[src/rtl/seq_det_pkg.sv]
// seq_det_pkg: shared types and constants for the serial pattern detector.
//   state_t      - detector FSM states
//   SEG_0..SEG_9 - active-low 7-segment codes, bit order {g,f,e,d,c,b,a}
//   SEG_BAD      - code shown for a non-BCD nibble
//   SEG_BLANK    - all segments off (leading-zero blanking)
package seq_det_pkg;

  typedef enum logic [1:0] {
    S_IDLE  = 2'd0,  // unconfigured, input ignored
    S_FILL  = 2'd1,  // history holds fewer than len valid bits
    S_MATCH = 2'd2   // history full, compare on every sample
  } state_t;

  localparam logic [6:0] SEG_0     = 7'b1000000;
  localparam logic [6:0] SEG_1     = 7'b1111001;
  localparam logic [6:0] SEG_2     = 7'b0100100;
  localparam logic [6:0] SEG_3     = 7'b0110000;
  localparam logic [6:0] SEG_4     = 7'b0011001;
  localparam logic [6:0] SEG_5     = 7'b0010010;
  localparam logic [6:0] SEG_6     = 7'b0000010;
  localparam logic [6:0] SEG_7     = 7'b1111000;
  localparam logic [6:0] SEG_8     = 7'b0000000;
  localparam logic [6:0] SEG_9     = 7'b0010000;
  localparam logic [6:0] SEG_BAD   = 7'b0000111;
  localparam logic [6:0] SEG_BLANK = 7'b1111111;

endpackage

[src/rtl/seg7_decode.sv]
// seg7_decode: BCD nibble to active-low 7-segment code, purely combinational.
//   bcd [3:0] in  - BCD digit
//   seg [6:0] out - active-low segments {g..a}; 10..15 give SEG_BAD
module seg7_decode
  import seq_det_pkg::*;
(
  input  logic [3:0] bcd,
  output logic [6:0] seg
);

  always_comb begin
    case (bcd)
      4'd0:    seg = SEG_0;
      4'd1:    seg = SEG_1;
      4'd2:    seg = SEG_2;
      4'd3:    seg = SEG_3;
      4'd4:    seg = SEG_4;
      4'd5:    seg = SEG_5;
      4'd6:    seg = SEG_6;
      4'd7:    seg = SEG_7;
      4'd8:    seg = SEG_8;
      4'd9:    seg = SEG_9;
      default: seg = SEG_BAD;
    endcase
  end

endmodule

[src/rtl/seq_detect_param.sv]
// seq_detect_param: runtime-configurable serial pattern detector with a BCD
// match counter and registered 7-segment display.
//   clk, rst     - clock, synchronous active-high reset
//   ena          - sample enable for sig_to_test
//   sig_to_test  - serial input bit
//   cfg_load     - strobe loading cfg_pattern / cfg_len / cfg_overlap
//   cfg_pattern  - pattern, bit cfg_len-1 received first
//   cfg_len      - pattern length (2..PAT_W valid)
//   cfg_overlap  - 1: overlapping matches, 0: flush history after a match
//   clr_count    - clears count and ovf
//   z            - one-cycle match pulse
//   cfg_err      - one-cycle pulse on a rejected configuration
//   count        - BCD match count, digit 0 in [3:0]
//   ovf          - sticky count wrap flag
//   disp         - active-low segments per digit, digit 0 in [6:0]
// Build option: SEQ_DET_BLANK_EN blanks leading-zero digits above digit 0.
module seq_detect_param
  import seq_det_pkg::*;
#(
  parameter int PAT_W  = 8,
  parameter int DIGITS = 2
) (
  input  logic                       clk,
  input  logic                       rst,
  input  logic                       ena,
  input  logic                       sig_to_test,
  input  logic                       cfg_load,
  input  logic [PAT_W-1:0]           cfg_pattern,
  input  logic [$clog2(PAT_W+1)-1:0] cfg_len,
  input  logic                       cfg_overlap,
  input  logic                       clr_count,
  output logic                       z,
  output logic                       cfg_err,
  output logic [4*DIGITS-1:0]        count,
  output logic                       ovf,
  output logic [7*DIGITS-1:0]        disp
);

  localparam int LW = $clog2(PAT_W+1);
  localparam logic [LW-1:0] LEN_MIN = LW'(2);
  localparam logic [LW-1:0] LEN_MAX = LW'(PAT_W);

  state_t            state, state_nxt;
  logic [PAT_W-1:0]  hist, hist_nxt, shift_h, pattern, mask;
  logic [LW-1:0]     len, fill, fill_nxt, fill_inc;
  logic              overlap, cfg_ok, step, full, hit, z_d, err_d;

  assign cfg_ok   = (cfg_len >= LEN_MIN) && (cfg_len <= LEN_MAX);
  // A load takes precedence over the sample in the same cycle.
  assign step     = ena && (state != S_IDLE) && !cfg_load;
  assign shift_h  = {hist[PAT_W-2:0], sig_to_test};
  assign fill_inc = (fill == len) ? fill : fill + LW'(1);
  assign full     = (fill_inc == len);
  assign mask     = ~({PAT_W{1'b1}} << len);
  // Compare includes the bit being shifted in this cycle.
  assign hit      = step && full && (((shift_h ^ pattern) & mask) == '0);

  // State register
  always_ff @(posedge clk) begin
    if (rst) state <= S_IDLE;
    else     state <= state_nxt;
  end

  // Next-state logic
  always_comb begin
    state_nxt = state;
    if (cfg_load)            state_nxt = cfg_ok ? S_FILL : S_IDLE;
    else if (step) begin
      if (hit && !overlap)   state_nxt = S_FILL;
      else if (full)         state_nxt = S_MATCH;
      else                   state_nxt = S_FILL;
    end
  end

  // Output / datapath next values
  always_comb begin
    hist_nxt = hist;
    fill_nxt = fill;
    z_d      = hit;
    err_d    = cfg_load && !cfg_ok;
    if (cfg_load) begin
      if (cfg_ok) begin
        hist_nxt = '0;
        fill_nxt = '0;
      end
    end else if (step) begin
      if (hit && !overlap) begin
        hist_nxt = '0;
        fill_nxt = '0;
      end else begin
        hist_nxt = shift_h;
        fill_nxt = fill_inc;
      end
    end
  end

  always_ff @(posedge clk) begin
    if (rst) begin
      hist    <= '0;
      fill    <= '0;
      pattern <= '0;
      len     <= '0;
      overlap <= 1'b1;
      z       <= 1'b0;
      cfg_err <= 1'b0;
    end else begin
      hist    <= hist_nxt;
      fill    <= fill_nxt;
      z       <= z_d;
      cfg_err <= err_d;
      // A rejected load leaves the previous configuration in place.
      if (cfg_load && cfg_ok) begin
        pattern <= cfg_pattern;
        len     <= cfg_len;
        overlap <= cfg_overlap;
      end
    end
  end

  // BCD match counter
  logic [DIGITS-1:0][3:0] cnt, cnt_inc;
  logic                   wrap;

  always_comb begin : p_bcd_inc
    logic carry;
    carry   = 1'b1;
    cnt_inc = cnt;
    for (int i = 0; i < DIGITS; i++) begin
      if (carry) begin
        if (cnt[i] == 4'd9) cnt_inc[i] = 4'd0;
        else begin
          cnt_inc[i] = cnt[i] + 4'd1;
          carry      = 1'b0;
        end
      end
    end
    wrap = carry;
  end

  always_ff @(posedge clk) begin
    if (rst || clr_count) begin
      cnt <= '0;
      ovf <= 1'b0;
    end else if (hit) begin
      cnt <= cnt_inc;
      if (wrap) ovf <= 1'b1;
    end
  end

  assign count = cnt;

  // Display: one decoder per digit, registered once.
  logic [DIGITS-1:0][6:0] seg_raw, disp_nxt, disp_q;
  logic [DIGITS-1:0]      blank;

  always_comb begin
    blank = '0;
`ifdef SEQ_DET_BLANK_EN
    begin : p_lead
      logic lead;
      lead = 1'b1;
      for (int i = DIGITS-1; i > 0; i--) begin
        if (lead && cnt[i] == 4'd0) blank[i] = 1'b1;
        else                        lead     = 1'b0;
      end
    end
`endif
  end

  for (genvar g = 0; g < DIGITS; g++) begin : g_dig
    seg7_decode u_dec (.bcd(cnt[g]), .seg(seg_raw[g]));
    assign disp_nxt[g] = blank[g] ? SEG_BLANK : seg_raw[g];
  end

  always_ff @(posedge clk) begin
    if (rst) disp_q <= {DIGITS{SEG_0}};
    else     disp_q <= disp_nxt;
  end

  assign disp = disp_q;

endmodule

[config.mk]
export PLATFORM = sky130hd
export DESIGN_NAME = seq_detect_param
export DESIGN_NICKNAME = d
export VERILOG_FILES = /design/src/rtl/seq_det_pkg.sv /design/src/rtl/seg7_decode.sv /design/src/rtl/seq_detect_param.sv
export SDC_FILE = /design/constraint.sdc
export NUM_CORES = 1
export LEC_CHECK = 0
export CAP_MARGIN = 10
export CORE_MARGIN = 5
export CORE_UTILIZATION = 25
export DETAILED_ROUTE_END_ITERATION = 8
export GPL_ROUTABILITY_DRIVEN = 0
export SLEW_MARGIN = 25
export SYNTH_ARGS = -nofsm -noshare
export SYNTH_HDL_FRONTEND = slang
export SYNTH_SLANG_ARGS = --single-unit
[constraint.sdc]
create_clock -name clk -period 2.6 [get_ports clk]
set_input_delay 0.39 -clock clk [delete_from_list [all_inputs] [get_ports clk]]
set_output_delay 0.39 -clock clk [all_outputs]
set_load 0.02 [all_outputs]
==> results of run 1 <==
[placed cells by master, fill, tap and decap left out, drive strengths merged, types with 2 or more instances in the layout]
master | synthesis | final
dfxtp | 51 | 51
clkdlybuf4s50 | 0 | 43
nor2 | 38 | 38
nand2 | 23 | 23
a21oi | 21 | 21
o21ai | 17 | 17
mux2i | 11 | 11
xnor2 | 11 | 11
ha | 11 | 11
inv | 9 | 9
nor3 | 8 | 8
clkbuf | 18 | 8
a22oi | 7 | 7
buf | 3 | 7
o21a | 6 | 6
or3 | 5 | 5
and2 | 5 | 5
nand3 | 5 | 5
o22ai | 4 | 4
or2 | 4 | 4
a2111oi | 4 | 4
or4 | 3 | 3
a211oi | 3 | 3
and3 | 3 | 3
a31oi | 3 | 3
nand2b | 2 | 2
o22a | 2 | 2
o21bai | 2 | 2
xor2 | 2 | 2
nor3b | 2 | 2
o31ai | 2 | 2
[layer usage]
metal  global-route usage [%]  routed length [um]  up-vias
li1                         -                   -     1103
met4                     2.63                  58        0
met1                     12.4                2860      982
met5                        0                   0        -
met2                     16.2                2760       34
met3                     2.57                 193        7
[what timing repair did]
item                                    4_1_cts  5_1_grt
resized for setup                             0        4
endpoints found under the setup margin        0        3
buffers inserted                              0        0
[worst max path at each step]
stage | to | cells after the start
final | count[3] | 7
after global routing | count[4] | 6
after CTS | count[3] | 7
after detailed placement | count[4] | 6
after global placement | count[3] | 7
after floorplan | hist[0] | 7
[flip-flops by register name, indices dropped and copies added, names as in the netlist]
register  count
disp         14
pattern       8
count         8
len           4
cfg_err       1
hist          7
state         2
fill          4
z             1
overlap       1
ovf           1
[through the flow]
stage,power [mW],hold slack (ps)
2_1_floorplan,0.914,438
3_3_place_gp,0.972,461
3_5_place_dp,0.974,458
4_1_cts,1.47,480
5_1_grt,1.53,512
6_report,1.45,483
[cell families after synthesis]
family / Yosys count / share of synthesized area, %
AND/OR/NAND/NOR: 101 / 18.8
multiplexers: 12 / 4.81
adder cells (fa/ha/maj): 11 / 5.46
flip-flops: 51 / 40.5
XOR/XNOR: 14 / 5.46
buffers and inverters: 30 / 4.86
AO/OA/AOI/OAI: 78 / 20.1
[worst max-delay path, stage by stage, from the launching register on]
cell and delay (ps):
dfxtp_2 380, xor3_1 410, or3_1 400, a32oi_4 240, nand3_2 170, buf_4 220, or3_1 350, a21oi_1 150
[power groups by stage]
stage          sequential (mW)  combinational, mW  clock [mW]
2_1_floorplan            0.820             0.0938           0
3_3_place_gp             0.827              0.145           0
5_1_grt                  0.812              0.165       0.551
6_report                 0.809              0.149       0.496
4_1_cts                  0.809              0.147       0.516
3_5_place_dp             0.827              0.146           0
[cell type report]
| type | instances | area share [%] |
|---|---|---|
| Multi-Input combinational cell | 216 | 43.5 |
| Sequential cell | 51 | 32.0 |
| Timing Repair Buffer | 50 | 15.1 |
| Tap cell | 133 | 5.20 |
| Clock buffer | 8 | 3.13 |
| Inverter | 9 | 1.06 |
==> flow_summary.yaml, run 1 <==
run_status:
  outcome: "finished clean"
global_route:
  grt_max_degree: 44
  antenna_found_initial: 0
  grt_overflow_total: 0
  first_global_vias: 2167
  grt_use_total_pct: 9.72
  grt_pass1_wl_um: 10200
sta:
  skew_ps: 8.69
  worstMarginPinSlew_ps: 552
  timing.final.crit_period_ps: 2380
  hold_viol: 0
  fmaxAchievable_mhz: 420
  min_period_over_period_pct: 91.6
  fin_tns_setup_ps: 0
  worst_slack_ps: 219
  drv_slew: 0
  maxSlewHeadroom_pct: 63.2
  setup_viol: 0
  rsz0062_at_grt: "false"
power:
  p_clk_share_pct: 34.1
  power.share.switching_pct: 23.4
  p_leak_nw: 1.15
  internal_power_mw: 1.11
  p_comb_share_pct: 10.3
  p_sw_mw: 0.341
  irDropWorstVdd_mv: 0.228
  seqPwrFrac_pct: 55.6
  power_density_mw_per_mm2: 455
min_path:
  hold_path.class: "flip-flop to flip-flop"
  hold_path.startpoint: "overlap"
  hold_path_end: "overlap"
  min_path_cells: 1
route:
  drc: 0
  wl_per_cell_um: 12.6
  drt_iter0_drc: 55
  viasPerCell: 4.55
  drt_pass1_iterations: 4
  routed_wl_um: 5870
  ant_nets: 0
  vias: 2126
final_layout:
  syn_to_final_growth_pct: 26.8
  final_cells: 467
  nNetsFinal: 363
  regArea_mm2: 0.00102
  antenna_cells: 0
  multi_input_area_mm2: 0.00139
  finish.utilization_pct: 32.6
  post-route-cell-area_mm2: 0.00320
  drive_gt1_share_pct: 7.78
  fill_cells: 1089
synthesis:
  synth_top_area_share_pct: 40.5
  synth.top_cells.by_area: "dfxtp_1, nor2_1, ha_1"
  syn_inst: 297
  synth_edf_count: 0
  synth_area_mm2: 0.00252
  ys_async_sr_fraction_pct: 0
  ys_seq_area_share_pct: 40.5
  syn_area_per_cell_um2: 8.49
  yosysMostFrequentCell: "dfxtp_1"
  yosysUniqueCellTypes: 45
  ys_top_cells_by_count: "dfxtp_1, nor2_1, nand2_1, a21oi_1, clkbuf_1"
  syn_nets: 327
  ys_seq_elements: 51
  yosys_warnings: 0
  synth.largest_area_cell: "dfxtp_1"
  synthFlopType: "dfxtp_1"
clock_network:
  cts_sinks: 51
  cts_max_path_buffers: 2
  hold_buffers: 0
  cts_root_buf: "clkbuf_8"
  h-tree-depth: 2
  clk_pin_slew_worst_paths_ps: 90
  cts_tree: "built"
  cts_buffers: 5
  worstSkewPairLatency_ps: 300
floorplan:
  die-height_um: 110
  rows: 36
  die_area_mm2: 0.0122
  die_w_um: 110
  coreArea_mm2: 0.00982
  ios: 44
  initial_core_util_pct: 25.7
setup_path:
  rrSetupSlack_ps: 220
  r2r-start: "fill[2]"
  reg2reg_depth: 7
  crit_arrival_ps: 2610
  critical_path_class: "flip-flop to flip-flop"
  cp-startpoint: "fill[2]"
  timing.rr.end: "count[3]"
  critPathLaunchType: "flip-flop"
  crit_path_end_kind: "flip-flop"
  cp_max_fo: 11
  critical_path_required_ps: 2830
placement:
  dp_hpwl_um: 4130
  pre_cts_ws_ps: 120
  dp_cells: 459
  port_buffers: 43
  place_area_mm2: 0.00308
flow_run:
  max_cap_viol_count: 0
No activity file was read; power rests on OpenSTA's default activity.
==> run 2: changes to the inputs <==
CORE_MARGIN = 1.5   (was 5)
PLACE_DENSITY_LB_ADDON = 0.25   (was default)
==> flow_summary.yaml, run 2 (synthesis gave the netlist of run 1 again) <==
clock_network:
  worstSkewPairLatency_ps: 300
  cts_tree: "built"
  cts_root_buf: "clkbuf_8"
  clk_pin_slew_worst_paths_ps: 90
  cts_max_path_buffers: 2
  cts_sinks: 51
  cts_buffers: 5
  h-tree-depth: 2
  hold_buffers: 0
setup_path:
  cp-startpoint: "fill[2]"
  path_delay_family: "simple AND/OR/NAND/NOR gates"
  rrSetupSlack_ps: 240
  reg2reg_depth: 7
  crit_path_end_kind: "flip-flop"
  critical_path_class: "flip-flop to flip-flop"
  path_cells: "xor3_1, or3_1, a32oi_2, nand3_2, buf_4, or3_1, a21oi_1"
  critical_path.max_stage_delay_ps: 410
  r2r-start: "fill[2]"
  timing.rr.end: "count[3]"
  crit_path_frequent_cell: "or3_1"
  crit_arrival_ps: 2590
  crit_buf_inv: 1
  critical_path_required_ps: 2830
  cp.depth: 7
  critPathLaunchType: "flip-flop"
  cp_max_fo: 11
  crit_slowest_cell: "xor3_1"
global_route:
  grt_pass1_wl_um: 10200
  grt_busiest_layer: "met2"
  met3_usage_pct: 2.35
  antenna_found_initial: 0
  grt_overflow_total: 0
  grt_max_degree: 44
  met1_usage_pct: 16.2
  grt_use_total_pct: 12.0
  met2_usage_pct: 19.4
  first_global_vias: 2138
min_path:
  hold_path_end: "state[0]"
  min_path_cells: 2
  hold_path.class: "flip-flop to flip-flop"
  hold_path.startpoint: "state[0]"
sta:
  rsz0062_at_grt: "false"
  setup_viol: 0
  fmaxAchievable_mhz: 424
  fin_tns_setup_ps: 0
  whs_ps: 483
  drv_slew: 0
  min_period_over_period_pct: 90.7
  hold_viol: 0
  maxSlewHeadroom_pct: 64.3
  worstMarginPinSlew_ps: 535
  timing.final.crit_period_ps: 2360
  skew_ps: 6.18
final_layout:
  nNetsFinal: 367
  layout_common_cells: "dfxtp_1, clkdlybuf4s50_1, nor2_1, nand2_1, a21oi_1"
  regArea_mm2: 0.00103
  largest_register_ffs: 14
  syn_to_final_growth_pct: 27.6
  final_common_cell: "dfxtp_1"
  drive_gt1_share_pct: 9.17
  antenna_cells: 0
  final_cells: 471
  fill_cells: 1047
  multi_input_area_mm2: 0.00138
floorplan:
  die_w_um: 103
  rows: 36
  die_area_mm2: 0.0107
  coreArea_mm2: 0.00977
  initial_core_util_pct: 25.8
  ios: 44
  die-height_um: 103
power:
  p_sw_mw: 0.346
  internal_power_mw: 1.12
  seqPwrFrac_pct: 55.3
  irDropWorstVdd_mv: 0.188
  power.share.switching_pct: 23.6
  p_clk_share_pct: 34.1
  p_leak_nw: 1.16
  p_total_mw: 1.46
  power_density_mw_per_mm2: 455
  p_comb_share_pct: 10.6
flow_run:
  max_cap_viol_count: 0
route:
  drc: 0
  drt_iter0_drc: 66
  ant_nets: 0
  drt_pass1_iterations: 4
  wl_per_cell_um: 12.6
  routed_wl_um: 5940
  vias: 2175
  viasPerCell: 4.62
placement:
  dp_cells: 462
  dp_hpwl_um: 4080
  port_buffers: 43
run_status:
  outcome: "finished clean"
run 2: what timing repair did:
item                       CTS  global route
gates resized for setup      0             4
hold endpoints to repair     0             0
setup buffers                0             1
setup endpoints to repair    0             2
run 2: area by class of cell:
class,instances,area share (%)
Clock buffer,8,3.11
Inverter,9,1.05
Multi-Input combinational cell,216,42.8
Sequential cell,51,31.9
Tap cell,133,5.17
Timing Repair Buffer,54,15.9
run 2: worst min-delay path, cell delays in order (launching register included):
cell	delay [ps]
dfxtp_1	330
nand2_1	60
a21oi_1	50
run 2: stage by stage:
step	utilization [%]	area [um^2]	setup slack, ps
2_1_floorplan	-	2520	375
3_3_place_gp	31.8	3110	188
3_5_place_dp	31.8	3110	164
4_1_cts	32.8	3210	125
5_1_grt	32.9	3220	61.7
6_report	32.9	3220	242
run 2: worst max path at each step:
stage / slack, ps / to
finish: 240 / count[3]
global route: 60 / count[3]
detailed placement: 160 / count[4]
floorplan: 370 / hist[0]
CTS: 130 / count[4]
global placement: 190 / count[3]
run 2: power by group through the flow:
stage          Combinational (mW)  Clock [mW]  Sequential, mW
3_5_place_dp                0.153           0           0.828
3_3_place_gp                0.151           0           0.828
6_report                    0.155       0.499           0.809
4_1_cts                     0.154       0.529           0.810
2_1_floorplan              0.0938           0           0.820
5_1_grt                     0.170       0.566           0.812
run 2: layer usage:
layer | vias to the layer above | share of wire, %
met4 | 0 | 0.89
met1 | 1003 | 49
met5 | - | 0
li1 | 1116 | -
met2 | 50 | 46
met3 | 6 | 3.8
==> run 3: changes to the inputs <==
REMOVE_ABC_BUFFERS = 1   (was default)
==> flow_summary.yaml, run 3 (synthesis gave the netlist of run 1 again) <==
run_status:
  outcome: "finished clean"
clock_network:
  cts_root_buf: "clkbuf_8"
  cts_buffers: 5
  hold_buffers: 0
  cts_max_path_buffers: 2
  cts_setup_buffers: 0
  cts_sinks: 51
  h-tree-depth: 2
  cts_resized: 0
  clk_pin_slew_worst_paths_ps: 90
  cts_tree: "built"
  worstSkewPairLatency_ps: 300
setup_path:
  critical_path_required_ps: 2830
  crit_path_frequent_cell: "or3_1"
  critical_path_class: "flip-flop to flip-flop"
  crit_slowest_cell: "dfxtp_2"
  crit_buf_inv: 1
  path_delay_family: "simple AND/OR/NAND/NOR gates"
  critPathLaunchType: "flip-flop"
  cp_max_fo: 11
  critical_path.max_stage_delay_ps: 400
  crit_arrival_ps: 2640
  path_cells: "xor3_1, or3_1, a32oi_4, nand3_2, buf_4, or3_1, a21oi_1"
  crit_path_end_kind: "flip-flop"
sta:
  hold_viol: 0
  worstMarginPinSlew_ps: 547
  skew_ps: 12.6
  whs_ps: 485
  timing.final.crit_period_ps: 2410
  fin_tns_setup_ps: 0
  drv_slew: 0
  maxSlewHeadroom_pct: 63.5
  fmaxAchievable_mhz: 415
  rsz0062_at_grt: "false"
  min_period_over_period_pct: 92.7
  setup_viol: 0
final_layout:
  antenna_cells: 0
  largest_register_ffs: 14
  post-route-cell-area_mm2: 0.00322
  layout_common_cells: "dfxtp_1, clkdlybuf4s50_1, nor2_1, nand2_1, a21oi_1"
  drive_gt1_share_pct: 8.06
  final_common_cell: "dfxtp_1"
  syn_to_final_growth_pct: 27.5
  nNetsFinal: 365
route:
  vias: 2164
  wl_per_cell_um: 12.4
  routed_wl_um: 5800
  drt_pass1_iterations: 4
  viasPerCell: 4.62
  ant_nets: 0
  drc: 0
  drt_iter0_drc: 84
floorplan:
  die_w_um: 103
  rows: 36
  die_area_mm2: 0.0107
  ios: 44
  die-height_um: 103
  initial_core_util_pct: 25.8
  coreArea_mm2: 0.00977
power:
  p_leak_nw: 1.16
  power_density_mw_per_mm2: 466
  irDropWorstVdd_mv: 0.192
placement:
  place_area_mm2: 0.00310
  dp_hpwl_um: 4090
  port_buffers: 43
flow_run:
  max_cap_viol_count: 0
global_route:
  grt_max_degree: 44
  grt_overflow_total: 0
  first_global_vias: 2061
  antenna_found_initial: 0
  grt_use_total_pct: 11.3
  grt_pass1_wl_um: 9560
min_path:
  hold_path.class: "flip-flop to flip-flop"
==> run 3: cell types whose count changed in the layout (fill, tap and decap cells not counted) <==
cell,before,now
dfxtp_1,47,48
bufinv_16,0,1
a32oi_4,0,1
clkbuf_8,7,5
buf_4,11,9
dfxtp_2,4,3
a32oi_2,1,0
==> run 3: metrics by stage <==
stage	std cells	worst slack (ps)	utilization (%)	total power, mW
floorplan	276	280	-	0.900
global placement	461	132	31.7	0.978
detailed placement	461	118	31.7	0.978
CTS	468	80.3	32.7	1.52
global route	468	35.5	32.9	1.56
finish	468	189	32.9	1.50
==> run 3: worst reg2reg max path, cell delays in order (launching register included) <==
cell and delay [ps]:
dfxtp_2 400, xor3_1 400, or3_1 390, a32oi_4 250, nand3_2 180, buf_4 230
or3_1 340, a21oi_1 130
==> run 3: final timing paths <==
path / depth (start not counted) / from / slack, ps / end
worst min register to register: 1 / ovf / 490 / ovf
worst max register to register: 7 / fill[2] / 190 / count[3]
worst min-delay path: 1 / ovf / 490 / ovf
worst max-delay path: 7 / fill[2] / 190 / count[3]
==> run 3: power by group <==
part | internal, mW | switching [mW] | leakage, nW
registers | 0.794 | 0.0140 | 0.414
clock network | 0.283 | 0.255 | 0.0513
logic | 0.0776 | 0.0757 | 0.690
==> run 3: metal layers <==
metal / up-vias / part of all wire [%] / GRT usage (%)
met4: 0 / 0.97 / 2.91
met3: 5 / 4.4 / 2.76
met5: - / 0 / 0
met1: 1006 / 50 / 15.4
li1: 1108 / - / -
met2: 45 / 45 / 17.9
==> run 3: area by class of cell <==
cell class                      instances  area, um^2
Multi-Input combinational cell        216        1390
Clock inverter                          1        30.0
Timing Repair Buffer                   52         498
Fill cell                            1040        6560
Clock buffer                            6        72.6
Tap cell                              133         166
Sequential cell                        51        1020
Inverter                                9        33.8
==> variant (config.mk and constraints of run 2) <==
Set the parameter `PAT_W` to 16 (it was 8).
--- a/src/rtl/seq_detect_param.sv
+++ b/src/rtl/seq_detect_param.sv
@@ -17,7 +17,7 @@
 module seq_detect_param
   import seq_det_pkg::*;
 #(
-  parameter int PAT_W  = 8,
+  parameter int PAT_W  = 16,
   parameter int DIGITS = 2
 ) (
   input  logic                       clk,
Interface: changed (resized cfg_len and cfg_pattern); port bits go from 44 to 53. No check against the original RTL was run, so the function may have changed too.
==> variant against run 2 <==
Combinational power rose by 120%. Core utilization rose by 2.3 points. Power rose by 91%. Sequential share of layout area fell by 1.1 points. Register-to-register slack got worse by 90 ps. Non-clock buffer count rose by 24. Count of clock-buffer cells in the layout rose by 3. Setup slack got worse by 180 ps. Cell area rose by 40%. Critical path depth rose by 3. Area after synthesis rose by 31%. Sequential cell count rose by 18. Wire length rose by 44%. Maximum frequency fell by 7.0%. Critical endpoint unchanged. Largest cell class unchanged. Highest routed layer unchanged.
==> variant: results (changes against run 2) <==
stage;metric;value;unit;change
run_status;status;finished, final reports clean;;
layout;drive_gt1_frac;0.111;;+0.0189
worst_setup_path;cp_slowest_stage_delay;460;ps;+50 ps
global_routing;grt_use_met2;0.201;;+0.00696
sta;final.min_clock_period;2540;ps;+177 ps
synth;syn-num-nets;437;;+34%
cts;insertion_delay;340;ps;+40 ps
worst_setup_path;r2r_end;count[7];;
worst_setup_path;cp_top_family;buffers and inverters;;
layout;fin_nets;504;;+37%
placement;place_ws;-313;ps;-477 ps
layout;largest_register_ffs;16;;+2
synth;synth.area.top_cells;dfxtp_1 42%, nand2_1 7.2%, a21oi_1 7.1%, a22o_1 4.2%, ha_1 4.2%;;
sta;finClkSkew;5.67;ps;-0.503 ps
synth;synth-main-ff-cell;dfxtp_1;;
power;p_leak;1.63;nW;+40%
route;wl_met1;4110;µm;+40%
global_routing;grt_max_degree;22;;-50%
worst_setup_path;rrSetupSlack;150;ps;-90 ps
synth;ys_warn_count;0;;unchanged
route;vias_per_cell;4.68;;+1.3%
power;seqPwrFrac;0.398;;-0.155
global_routing;grt_pass1_wl;14400;µm;+42%
layout;stdcell_count;642;;+36%
global_routing;grt_pass1_vias;2925;;+37%
synth;ys_top_cells_by_count;69 x dfxtp_1, 63 x nand2_1, 47 x a21oi_1;;
worst_setup_path;reg2reg_from;fill[0];;
sta;hold_viol;0;;unchanged
synth;yosysUniqueCellTypes;51;;+13%
worst_setup_path;critPathMaxFanout;6;;-5
cts;cts_buffers;9;;+4
sta;worstMarginPinSlew;519;ps;-15.9 ps
route;route.met3.wl;344;µm;+54%
global_routing;grt_use_total;0.128;;+0.00812
placement;io_buffers;52;;+21%
power;p_clk_frac;0.478;;+0.137
power;p_sw_frac;0.243;;+0.00665
synth;syn-instance-count;398;;+34%
global_routing;use_met1;0.166;;+0.00416
cts;h-tree-depth;3;;+1
layout;fillCellCount;1324;;+26%
placement;place_hpwl;6160;µm;+51%
worst_setup_path;r2r_cells;9;;+2
global_routing;grtUsageMet3;0.0315;;+0.00797
route;wire_per_inst;13.3;µm;+5.5%
route;wl_met2;3930;µm;+44%
worst_setup_path;crit_slowest_cell;a2111o_1;;
worst_setup_path;crit_arrival;2800;ps;+210 ps
placement;dp.cells;625;;+35%
route;drtIter0Drc;89;;+35%
power;vdd_drop_max;0.234;mV;+24%
worst_setup_path;cp-startpoint;sig_to_test;;
cts;clkTransAtPathRegs;50;ps;-40 ps
variant: cell count changes in the layout (fill, tap and decap cells not counted), sizes merged, moves of 4 or more:
cell and delta:
nand2 +40, a21oi +26, dfxtp +18, a22o +16, buf +15, mux2i -10, nor2 -10, clkdlybuf4s50 +9
o21ai +6, xor2 +6, nand3 +5, nor4 +4
variant: worst min-delay path by stage:
| stage | startpoint | endpoint | slack [ps] | cells past startpoint |
|---|---|---|---|---|
| floorplan | state[1] | state[1] | 440 | 2 |
| finish | ovf | ovf | 470 | 1 |
| CTS | pattern[6] | pattern[6] | 470 | 2 |
| global placement | ovf | ovf | 460 | 1 |
| global route | pattern[4] | pattern[4] | 490 | 2 |
| detailed placement | ovf | ovf | 460 | 1 |
variant: cell type report:
| class | count | area share |
|---|---|---|
| clock buffers | 11 | 0.0540 |
| clock inverters | 5 | 0.0186 |
| inverters | 12 | 0.0100 |
| multi-input cells | 295 | 0.400 |
| flip-flops and latches | 69 | 0.308 |
| well taps | 172 | 0.0479 |
| repair buffers | 78 | 0.162 |
variant: metrics by stage:
step	TNS (ps)	power, mW	cell area, µm²
after floorplan	0	1.33	3310
after global placement	-5390	1.46	4160
after detailed placement	-6740	1.47	4160
after CTS	0	2.82	4480
after global routing	-82.1	2.91	4500
final	0	2.79	4500
variant: cells by family (layout without fill, tap and decap cells):
logic type | count (synthesis) | in the layout | share of synthesized area
AOI/OAI and AO/OA | 118 | 118 | 0.231
xor gates and xnor gates | 21 | 21 | 0.0556
adders and majority gates | 11 | 11 | 0.0416
buffers and inverters | 34 | 106 | 0.0401
DFF | 69 | 69 | 0.418
muxes | 1 | 1 | 0.00303
and+or+nand+nor | 144 | 144 | 0.211
variant: timing repair:
item,in CTS,in global routing
gates resized for setup,0,4
endpoints found under the setup margin,0,25
buffers inserted,0,1
hold endpoints to repair,0,0
